File: src/rtl/rx_route_pkg.sv
// Shared types and header helpers for the receive routing node.
package rx_route_pkg;

    typedef enum logic [0:0] {
        StIdle = 1'b0,
        StFwd  = 1'b1
    } rx_state_e;

    // Header layout: select field at the bottom, broadcast flag directly above it.
    localparam int unsigned HDR_SEL_LSB = 0;
    localparam int unsigned MAX_CH      = 64;

    function automatic logic [MAX_CH-1:0] onehot_sel(input logic [31:0] sel);
        logic [MAX_CH-1:0] v;
        v = '0;
        for (int i = 0; i < MAX_CH; i++) begin
            if (sel == 32'(i)) begin
                v[i] = 1'b1;
            end
        end
        return v;
    endfunction

endpackage

File: src/rtl/rx_route_slot.sv
// One-entry output register holding a beat with its last marker and target mask.
module rx_route_slot
    import rx_route_pkg::*;
#(
    parameter int unsigned DATA_W = 2,
    parameter int unsigned NUM_CH = 2
) (
    input  logic              clk,
    input  logic              rst,
    input  logic              i_load,
    input  logic [DATA_W-1:0] i_data,
    input  logic              i_last,
    input  logic [NUM_CH-1:0] i_mask,
    input  logic              i_fire,
    output logic              o_full,
    output logic [DATA_W-1:0] o_data,
    output logic              o_last,
    output logic [NUM_CH-1:0] o_mask
);

    logic              r_full;
    logic [DATA_W-1:0] r_data;
    logic              r_last;
    logic [NUM_CH-1:0] r_mask;

    // Load wins over fire so a simultaneous drain and refill keeps full throughput.
    always_ff @(posedge clk) begin
        if (rst) begin
            r_full <= 1'b0;
            r_data <= '0;
            r_last <= 1'b0;
            r_mask <= '0;
        end else if (i_load) begin
            r_full <= 1'b1;
            r_data <= i_data;
            r_last <= i_last;
            r_mask <= i_mask;
        end else if (i_fire) begin
            r_full <= 1'b0;
        end
    end

    assign o_full = r_full;
    assign o_data = r_data;
    assign o_last = r_last;
    assign o_mask = r_mask;

endmodule

File: src/rtl/rx_route_node.sv
// Packet router: header selects child port(s), payload forwarded via a one-beat slot
// and mirrored onto a tap port.
module rx_route_node
    import rx_route_pkg::*;
#(
    parameter int unsigned DATA_W   = 2,
    parameter int unsigned NUM_CH   = 2,
    parameter int unsigned BCAST_EN = 0,
    parameter int unsigned TAP_EN   = 1
) (
    input  logic              clk,
    input  logic              rst,
    input  logic              in_valid,
    input  logic [DATA_W-1:0] in_data,
    input  logic              in_last,
    output logic              in_ready,
    output logic [NUM_CH-1:0] out_valid,
    output logic [DATA_W-1:0] out_data,
    output logic              out_last,
    input  logic [NUM_CH-1:0] out_ready,
    output logic              tap_valid,
    output logic [DATA_W-1:0] tap_data,
    input  logic              tap_ready,
    output logic              busy,
    output logic [15:0]       pkt_cnt
);

    localparam int unsigned SEL_W  = $clog2(NUM_CH);
    localparam logic        TAP_ON = (TAP_EN != 0);

    rx_state_e         r_state;
    rx_state_e         w_state_nxt;
    logic [NUM_CH-1:0] r_mask;
    logic [NUM_CH-1:0] w_mask_nxt;
    logic [15:0]       r_pkt_cnt;

    logic [SEL_W-1:0]  w_sel;
    logic              w_bcast;
    logic [NUM_CH-1:0] w_hdr_mask;
    logic              w_accept;
    logic              w_load;
    logic              w_fire;
    logic              w_in_ready;
    logic              w_slot_full;
    logic              w_slot_last;
    logic [DATA_W-1:0] w_slot_data;
    logic [NUM_CH-1:0] w_slot_mask;

    // Header decode
    assign w_sel = in_data[HDR_SEL_LSB +: SEL_W];

    if (BCAST_EN != 0) begin : g_bcast
        assign w_bcast = in_data[HDR_SEL_LSB + SEL_W];
    end else begin : g_no_bcast
        assign w_bcast = 1'b0;
    end

    assign w_hdr_mask = w_bcast ? {NUM_CH{1'b1}} : NUM_CH'(onehot_sel(32'(w_sel)));

    // A beat completes only when every targeted child and the tap (if enabled) take it.
    assign w_fire = w_slot_full
                  & (&(~w_slot_mask | out_ready))
                  & (tap_ready | ~TAP_ON);

    assign w_in_ready = (r_state == StIdle) | ~w_slot_full | w_fire;
    assign w_accept   = in_valid & w_in_ready;
    assign w_load     = w_accept & (r_state == StFwd);

    always_comb begin
        w_state_nxt = r_state;
        w_mask_nxt  = r_mask;
        unique case (r_state)
            StIdle: begin
                // Header-only packets (last set on the header) leave us in idle.
                if (w_accept && !in_last) begin
                    w_state_nxt = StFwd;
                    w_mask_nxt  = w_hdr_mask;
                end
            end
            StFwd: begin
                if (w_accept && in_last) begin
                    w_state_nxt = StIdle;
                end
            end
            default: begin
                w_state_nxt = StIdle;
            end
        endcase
    end

    always_ff @(posedge clk) begin
        if (rst) begin
            r_state   <= StIdle;
            r_mask    <= '0;
            r_pkt_cnt <= '0;
        end else begin
            r_state <= w_state_nxt;
            r_mask  <= w_mask_nxt;
            if (w_fire && w_slot_last) begin
                r_pkt_cnt <= r_pkt_cnt + 16'd1;
            end
        end
    end

    rx_route_slot #(
        .DATA_W (DATA_W),
        .NUM_CH (NUM_CH)
    ) u_slot (
        .clk    (clk),
        .rst    (rst),
        .i_load (w_load),
        .i_data (in_data),
        .i_last (in_last),
        .i_mask (r_mask),
        .i_fire (w_fire),
        .o_full (w_slot_full),
        .o_data (w_slot_data),
        .o_last (w_slot_last),
        .o_mask (w_slot_mask)
    );

    assign in_ready  = w_in_ready;
    assign out_valid = w_slot_full ? w_slot_mask : '0;
    assign out_data  = w_slot_data;
    assign out_last  = w_slot_last;
    assign tap_valid = w_slot_full & TAP_ON;
    assign tap_data  = w_slot_data;
    assign busy      = (r_state != StIdle) | w_slot_full;
    assign pkt_cnt   = r_pkt_cnt;

endmodule

File: config.mk
export PLATFORM = sky130hd
export DESIGN_NAME = rx_route_node
export DESIGN_NICKNAME = d
export VERILOG_FILES = /design/src/rtl/rx_route_pkg.sv /design/src/rtl/rx_route_slot.sv /design/src/rtl/rx_route_node.sv
export SDC_FILE = /design/constraint.sdc
export NUM_CORES = 1
export LEC_CHECK = 0
export BUFFER_PORTS_ARGS = -buffer_cell sky130_fd_sc_hd__buf_2
export CORE_MARGIN = 2
export CORE_UTILIZATION = 50
export DETAILED_ROUTE_END_ITERATION = 6
export MAX_ROUTING_LAYER = met4
export PLACE_DENSITY = 0.79
export SYNTH_ARGS = -nofsm -noshare
export SYNTH_HDL_FRONTEND = slang
export SYNTH_SLANG_ARGS = --single-unit
File: constraint.sdc
create_clock -name clk -period 2 [get_ports clk]
set_input_delay 0.4 -clock clk [delete_from_list [all_inputs] [get_ports clk]]
set_output_delay 0.4 -clock clk [all_outputs]
set_load 0.02 [all_outputs]
* Word-level counts from Yosys, hierarchy flattened
Cells that the tools add are included.
** Operators by class
- Reductions and logical operators :: 7
- Multiplexer cells :: 8
- Add/subtract/negate cells :: 1
- Bitwise logic cells :: 11
** Operators with widths (number)
- $add 16x1->16 const B :: 1
- $mux 1 :: 6
- $and 1x1->1 :: 4
- $reduce_and 2->1 :: 2
- $logic_and 1x1->1 :: 3
- $or 1x1->1 :: 3
- $mux 2 :: 1
- $not 1->1 :: 2
- $not 2->2 :: 1
- $or 2x2->2 :: 1
- $pmux 1 s2 :: 1
- $reduce_bool 2->1 :: 1
- $logic_not 1->1 :: 1
** Word-level totals
- Logic and storage cells :: 34
- Flip-flop bits (word level) :: 25
- Output and inout port bits :: 26
- Input bits :: 9

* Depth between registers and ports, before layout
Gate-level depths: netlist (run 1).
- Word-level depth :: 10
- Depth in mapped cells :: 6

* Cells and area by module
Synthesis (run 1) repeated with hierarchy kept, for this count alone.
** Second synthesis, totals
- Cell total of the unflattened synthesis :: 134
- Area, all modules :: 1202.4 um^2
** By module, submodules not included
- rx_route_node :: cells each 114, times used 1, area each 987.2 um^2, sequential area each 380.4 um^2
- rx_route_slot :: cells each 20, times used 1, area each 215.2 um^2, sequential area each 120.1 um^2

* Least setup slack after synthesis (run 1)
Ideal clock, no wire load.
- Path kind :: register to register
- Start point :: register r_pkt_cnt[4] (netlist: pkt_cnt[4])
- End point :: register r_pkt_cnt[15] (netlist: pkt_cnt[15])
- Period minus slack after synthesis :: 1780 ps
- Arrival time :: 1709 ps
- Slack :: 220 ps
- Library setup time :: 70 ps
- Stages on the path, launching flop included :: 6
- Data required time :: 1930 ps
- Cell sequence :: dfxtp_1 > nand4_1 > or4_1 > buf_2 > or4_1 > a21oi_1
** Between the ends
- Cells in the longest elaborated chain, start to end :: 1
** Ends and longest elaborated chain
- start, declared :: RTL line rx_route_node.sv:35 : logic [15:0] r_pkt_cnt;
- start signal, assigned :: RTL line rx_route_node.sv:100 : r_pkt_cnt <= r_pkt_cnt + 16'd1;
- $add 16x1->16 :: RTL line rx_route_node.sv:100
No other way between the ends.
A chain may end at the register's enable or synchronous reset.

* Worst setup path after layout (run 1)
- Start point :: register u_slot.r_mask[0] (netlist: u_slot.o_mask[0])
- End point :: output in_ready
** Between the ends
- Cells in the longest elaborated chain, start to end :: 6
** Ends and longest elaborated chain
- start, declared :: RTL line rx_route_slot.sv:24 : logic [NUM_CH-1:0] r_mask;
- start signal, assigned :: RTL line rx_route_slot.sv:37 : r_mask <= i_mask;
- $not 2->2 :: RTL line rx_route_node.sv:62 : & (&(~w_slot_mask | out_ready))
- $or 2x2->2 :: RTL line rx_route_node.sv:62
- $reduce_and 2->1 :: RTL line rx_route_node.sv:62
- $and 1x1->1 :: RTL line rx_route_node.sv:62
- $and 1x1->1 :: RTL line rx_route_node.sv:63 : & (tap_ready | ~TAP_ON);
- $or 1x1->1 :: RTL line rx_route_node.sv:65 : assign w_in_ready = (r_state == StIdle) | ~w_slot_full | w_fire;
- end, declared :: RTL line rx_route_node.sv:16 : output logic in_ready,
No other way between the ends.

==> flow_metrics.tcl, run 1 <==
set metrics [dict create \
    synthCells 141 \
    synth_area_leaders "sky130_fd_sc_hd__dfxtp_1 42%, sky130_fd_sc_hd__a21oi_1 8.8%, sky130_fd_sc_hd__or4_1 7.6%" \
    startpoint_type "flip-flop" \
    dp.cells 198 \
    drt.antenna.violating_nets 0 \
    synth_sequential_area_ratio_pct 42.0 \
    antenna_violations_before_repair 0 \
    setup-tns-final_ns 0 \
    worst_setup_margin_ns 0.162 \
    synth-adder-area-share_pct 1.05 \
    finish.instance_area_mm2 0.00141 \
    finalSetupViolations 0 \
    first_global_vias 1035 \
    tightest_slew_ns 0.445 \
    top_level_ports 35 \
    placedInstanceArea_mm2 0.00138 \
    multi_input_comb_area_um2 623 \
    route.final.wire_length_um 2600 \
    drc 0 \
    cts-root-buf "sky130_fd_sc_hd__clkbuf_4" \
    clock_sink_count 25 \
    maxSlewHeadroom_pct 70.2 \
    ys.warnings.count 0 \
    synth_simple_gate_area_share_pct 26.7 \
    critical_path.reg2reg.startpoint "u_slot.o_mask[1]$_SDFFE_PP0P_" \
    cp.required_ns 1.60 \
    rsz0062_at_grt "false" \
    antenna-diode-count 0 \
    hold_path.class "input port to flip-flop" \
    cpPeakStageDelay_ns 0.38 \
    fin_worst_hold_slack_ns 0.330 \
    initial_core_util_pct 53.4 \
    drt-wirelength-per-cell_um 12.9 \
    critPathMaxFanout 6 \
    io_buffers 34 \
    synth.avg_cell_area_um2 8.46 \
    final.period_utilization_pct 91.9 \
    synth_compound_gate_area_share_pct 21.0 \
    skew_pair_late_insertion_delay_ns 0.30 \
    synth_enable_flop_cells 0 \
    dp_hpwl_um 1890 \
    synth_top_flop_cell "sky130_fd_sc_hd__dfxtp_1" \
    critical_path_class "flip-flop to output pin" \
    drt-pass1-iter-count 4 \
    maxClockFrequency_ghz 0.544 \
    detailed_route_vias_per_instance 5.86 \
    outcome "completed" \
    layout_min_cycle_time_ns 1.84 \
    synth_top_cell_area_share_pct 42.0 \
    layoutNonFillerInstCount 202 \
    critical_path.cell_chain "nor2b_1, o31a_1, nand2_1, buf_2" \
    async_flop_share_pct 0 \
    power.density_cell_area_mw_per_mm2 553 \
    residual_overflow_from_global_routing 0 \
    number_of_buffers_created_by_cts 3 \
    die_area_mm2 0.00279 \
    drtIter0Drc 17 \
    postCtsHoldBufs 0 \
    yosysTopAreaCell "sky130_fd_sc_hd__dfxtp_1" \
    place_worst_setup_slack_ns -0.0127 \
    wire_length_of_the_first_global_routing_pass_um 4320 \
    route.vias.total 1184 \
    hold_path_depth 2 \
    setup.reg_to_reg.worst_slack_ns 0.22 \
    synthToLayoutAreaGrowth_pct 18.0 \
    core_area_mm2 0.00223 \
    reg2regPathDepth 4 \
    grt_max_degree 26 \
    synthesis.nets 151 \
    htreeDepth 1 \
    power_mw 0.778 \
    clk_pin_slew_worst_paths_ns 0.13 \
    die_w_um 52.8 \
    pins_over_slew_limit 0 \
    track_usage_pct 20.9 \
    cp_data_arrival_time_ns 1.44 \
    hold_crit_start "in_last" \
    yosysMostFrequentCell "sky130_fd_sc_hd__dfxtp_1" \
    clockBufferDepth 2 \
    cell_area_synth_mm2 0.00119 \
    postSynthRegisterBits 25 \
    nets 185 \
    critPathSlowestCell "sky130_fd_sc_hd__dfxtp_1" \
    synth_xor_xnor_area_share_pct 0.735 \
    power_leakage_nw 0.559 \
    cts_tree "yes" \
    worstReg2RegEnd "pkt_cnt[15]$_SDFFE_PP0P_" \
    share_of_cell_area_taken_by_muxes_after_synthesis_pct 2.52 \
    yosys-top-cells-count "25 x sky130_fd_sc_hd__dfxtp_1, 21 x sky130_fd_sc_hd__a21oi_1, 12 x sky130_fd_sc_hd__or4_1, 11 x sky130_fd_sc_hd__nand3_1, 11 x sky130_fd_sc_hd__o31ai_1" \
    max-cap-violations 0 \
    layout-drive-gt1-share_pct 25.9 \
    synth_top_family_by_area "simple AND/OR/NAND/NOR gates" \
    seq_area_um2 500 \
    die_h_um 52.8 \
    place_congestion 0.827 \
    endpoints_failing_hold 0 \
    placementRows 17 \
    fillers 212 \
    max-vdd-ir-drop_uv 363 \
    timing.clock.skew_ns 0.000543 \
    final_util_pct 63.0 \
    critPathCaptureType "output pin" \
    yosys.cell_types.count 30 \
]
-- cells in the final DEF, fill, tap and decap left out, types with 2 or more instances in the layout --
| cell | Yosys | final |
|---|---|---|
| sky130_fd_sc_hd__buf_2 | 1 | 34 |
| sky130_fd_sc_hd__dfxtp_1 | 25 | 25 |
| sky130_fd_sc_hd__a21oi_1 | 21 | 21 |
| sky130_fd_sc_hd__nand3_1 | 11 | 11 |
| sky130_fd_sc_hd__or4_1 | 12 | 11 |
| sky130_fd_sc_hd__o31ai_1 | 11 | 11 |
| sky130_fd_sc_hd__o21ai_0 | 9 | 9 |
| sky130_fd_sc_hd__nand2_1 | 7 | 7 |
| sky130_fd_sc_hd__inv_1 | 5 | 5 |
| sky130_fd_sc_hd__or3_1 | 4 | 4 |
| sky130_fd_sc_hd__nor2_1 | 4 | 4 |
| sky130_fd_sc_hd__buf_4 | 2 | 4 |
| sky130_fd_sc_hd__and2_1 | 3 | 3 |
| sky130_fd_sc_hd__nand4_1 | 3 | 3 |
| sky130_fd_sc_hd__mux2i_1 | 3 | 3 |
| sky130_fd_sc_hd__clkbuf_4 | 0 | 3 |
| sky130_fd_sc_hd__and3_1 | 2 | 2 |
-- worst max-delay path by stage --
stage,from,endpoint,slack [ns],cells after the start
floorplan,pkt_cnt[4]$_SDFFE_PP0P_,pkt_cnt[15]$_SDFFE_PP0P_,0.22,5
global placement,tap_ready,pkt_cnt[15]$_SDFFE_PP0P_,0.04,5
detailed placement,tap_ready,pkt_cnt[15]$_SDFFE_PP0P_,-0.01,5
CTS,u_slot.o_mask[1]$_SDFFE_PP0P_,pkt_cnt[15]$_SDFFE_PP0P_,0.08,4
global route,u_slot.o_mask[0]$_SDFFE_PP0P_,in_ready,0.01,4
finish,u_slot.o_mask[0]$_SDFFE_PP0P_,in_ready,0.16,4
-- cell families after synthesis --
kind of cell	Yosys count
XOR/XNOR	1
multiplexers	3
buffers and inverters	15
AND/OR/NAND/NOR	53
AO/OA/AOI/OAI	43
adder cells (fa/ha/maj)	1
flip-flops	25
-- power by group --
part	leakage [nW]	switching (mW)	internal [mW]
Combinational	0.342	0.0324	0.0190
Clock	0.0150	0.141	0.0777
Sequential	0.202	0.00417	0.504
Total	0.559	0.177	0.600
-- routing by layer --
layer / part of all wire, % / vias up / track usage, %
li1: - / 595 / -
met3: 5.8 / 2 / 3.14
met4: 0.65 / 0 / 7.26
met5: 0 / - / -
met1: 45 / 550 / 26.0
met2: 48 / 37 / 34.6
-- area by class of cell --
type	count	area share [%]
multi-input cells	101	44.3
flip-flops and latches	25	35.6
repair buffers	38	14.2
well taps	28	2.49
clock buffers	4	1.87
inverters	6	1.60
-- timing repair --
item	4_1_cts	5_1_grt
endpoints found under the setup margin	0	2
resized for setup	0	1
buffers inserted	0	0
endpoints found under the hold margin	0	0
-- flip-flops by register name (all words and copies together), names as in the netlist, named ones only --
register       cells
u_slot.o_last      1
u_slot.o_mask      2
u_slot.o_full      1
u_slot.o_data      2
r_mask             2
pkt_cnt           16
-- worst max-delay path, delay by kind of cell, from the launching register on --
family | cells | cell delay, ns
DFF | 1 | 0.38
and+or+nand+nor | 2 | 0.33
buffers and inverters | 1 | 0.16
AOI/OAI and AO/OA | 1 | 0.27
No activity file was read; power rests on OpenSTA's default activity.
==> inputs of run 2 (changes only) <==
CORE_UTILIZATION = 53   (was 50)
CTS_BUF_LIST = sky130_fd_sc_hd__clkbuf_4   (was unset)
PLACE_DENSITY = 0.83   (was 0.79)
clock period = 1.75 ns   (was 2 ns; I/O delays follow)
==> flow_metrics.tcl, run 2 (synthesized netlist as in run 1, its figures left out) <==
set metrics [dict create \
    outcome "finished, violations left" \
    failed_checks "negative setup slack" \
    antenna_violations_before_repair 0 \
    final.period_utilization_pct 100 \
    startpoint_type "flip-flop" \
    setup-tns-final_ns -0.00231 \
    synthToLayoutAreaGrowth_pct 36.1 \
    clk_pin_slew_worst_paths_ns 0.14 \
    hold_path.class "input port to flip-flop" \
    detailed_route_vias_per_instance 5.87 \
    endpoints_failing_hold 0 \
    route.final.wire_length_um 3170 \
    placementRows 17 \
    pins_over_slew_limit 0 \
    largest_reg_flops 16 \
    skew_pair_late_insertion_delay_ns 0.32 \
    drt-wirelength-per-cell_um 14.7 \
    worst_setup_margin_ns -0.00167 \
    most-common-layout-cells "33 x sky130_fd_sc_hd__buf_2, 21 x sky130_fd_sc_hd__dfxtp_1, 16 x sky130_fd_sc_hd__buf_4" \
    die_area_mm2 0.00265 \
    die_h_um 51.4 \
    place_worst_setup_slack_ns -0.140 \
    io_buffers 34 \
    cell_internal_pwr_mw 0.686 \
    clock_power_share_pct 28.9 \
    critPathCaptureType "flip-flop" \
    wire_length_of_the_first_global_routing_pass_um 4620 \
    first_global_vias 1089 \
    setup.reg_to_reg.worst_slack_ns -0.002 \
    cts-root-buf "sky130_fd_sc_hd__clkbuf_4" \
    dp_hpwl_um 2040 \
    initial_core_util_pct 55.0 \
    max-cap-violations 0 \
    drt-pass1-iter-count 4 \
    track_usage_pct 23.5 \
    power_mw 0.909 \
    clock_sink_count 25 \
    timing.clock.skew_ns 0.00400 \
    grt_max_degree 26 \
    number_of_buffers_created_by_cts 3 \
    max-vdd-ir-drop_uv 520 \
    htreeDepth 1 \
    tightest_slew_ns 0.529 \
    met3_length_um 119 \
    drt.antenna.violating_nets 0 \
    power_leakage_nw 0.654 \
    place_congestion 0.825 \
    fin_worst_hold_slack_ns 0.248 \
    maxClockFrequency_ghz 0.571 \
    highest-signal-layer "met4" \
    layout-drive-gt1-share_pct 43.1 \
    dp.cells 210 \
    rsz0062_at_grt "true" \
    nets 199 \
    antenna-diode-count 0 \
    postCtsHoldBufs 0 \
    met1_length_um 1320 \
    top_level_ports 35 \
    route.vias.total 1267 \
    power.combinational.fraction_pct 7.3 \
    cts_tree "yes" \
    placedInstanceArea_mm2 0.00147 \
    cp_data_arrival_time_ns 2.02 \
    switching_power_mw 0.223 \
    power.density_cell_area_mw_per_mm2 560 \
    die_w_um 51.4 \
    drc 0 \
    final_common_cell "sky130_fd_sc_hd__buf_2" \
    layoutNonFillerInstCount 216 \
    final_util_pct 74.8 \
    core_area_mm2 0.00217 \
    critPathMaxFanout 8 \
    cp.required_ns 2.02 \
    critical_path_class "flip-flop to flip-flop" \
    layout_min_cycle_time_ns 1.75 \
    power.share.sequential_pct 63.9 \
    clockBufferDepth 2 \
    drtIter0Drc 36 \
    netSwitchingFraction_pct 24.5 \
    maxSlewHeadroom_pct 64.7 \
    fillers 187 \
    wl_met2_um 1690 \
    finish.instance_area_mm2 0.00162 \
    residual_overflow_from_global_routing 0 \
    finalSetupViolations 2 \
]
-- run 2: cell types whose count changed in the layout (fill, tap and decap cells not counted), sizes merged --
cell,previous run,this run
clkbuf,4,3
buf,38,52
clkinv,0,1
-- run 2: power groups by stage --
| stage | combinational, mW | clock [mW] | sequential (mW) |
|---|---|---|---|
| after floorplan | 0.0324 | 0 | 0.595 |
| after global placement | 0.0592 | 0 | 0.592 |
| after detailed placement | 0.0614 | 0 | 0.593 |
| after CTS | 0.0625 | 0.263 | 0.581 |
| after global routing | 0.0706 | 0.290 | 0.582 |
| final | 0.0660 | 0.262 | 0.581 |
-- run 2: routing by layer --
metal | track usage, % | vias to the layer above
met5 | - | -
met4 | 8.33 | 0
met3 | 2.63 | 5
met2 | 42.3 | 37
met1 | 26.8 | 607
li1 | - | 618
-- run 2: critical path, stage by stage (launching register included) --
cell	delay (ns)
sky130_fd_sc_hd__dfxtp_2	0.35
sky130_fd_sc_hd__nor2b_4	0.13
sky130_fd_sc_hd__or4_4	0.52
sky130_fd_sc_hd__buf_6	0.15
sky130_fd_sc_hd__or4_4	0.42
sky130_fd_sc_hd__a21oi_2	0.14
-- run 2: final cells by class --
type	count	area (µm²)	area share, %
clock inverters	1	5.00	0.308
flip-flops and latches	25	505	31.1
inverters	6	22.5	1.39
well taps	28	35.0	2.16
repair buffers	52	319	19.7
clock buffers	3	22.5	1.39
multi-input cells	101	713	43.9
-- run 2: final timing paths --
kind,from,to,depth (start not counted)
worst min register to register,r_mask[1]$_SDFFE_PP0P_,u_slot.o_mask[1]$_SDFFE_PP0P_,2
worst max-delay path,u_slot.o_mask[1]$_SDFFE_PP0P_,pkt_cnt[11]$_SDFFE_PP0P_,5
worst min-delay path,in_last,flip-flop,2
worst max register to register,u_slot.o_mask[1]$_SDFFE_PP0P_,pkt_cnt[11]$_SDFFE_PP0P_,5
-- run 2: what timing repair did --
action,CTS,global route
hold endpoints to repair,0,0
pin swaps,9,6
gates cloned,1,0
endpoints found under the setup margin,7,9
setup buffers,1,0
resized for setup,6,22
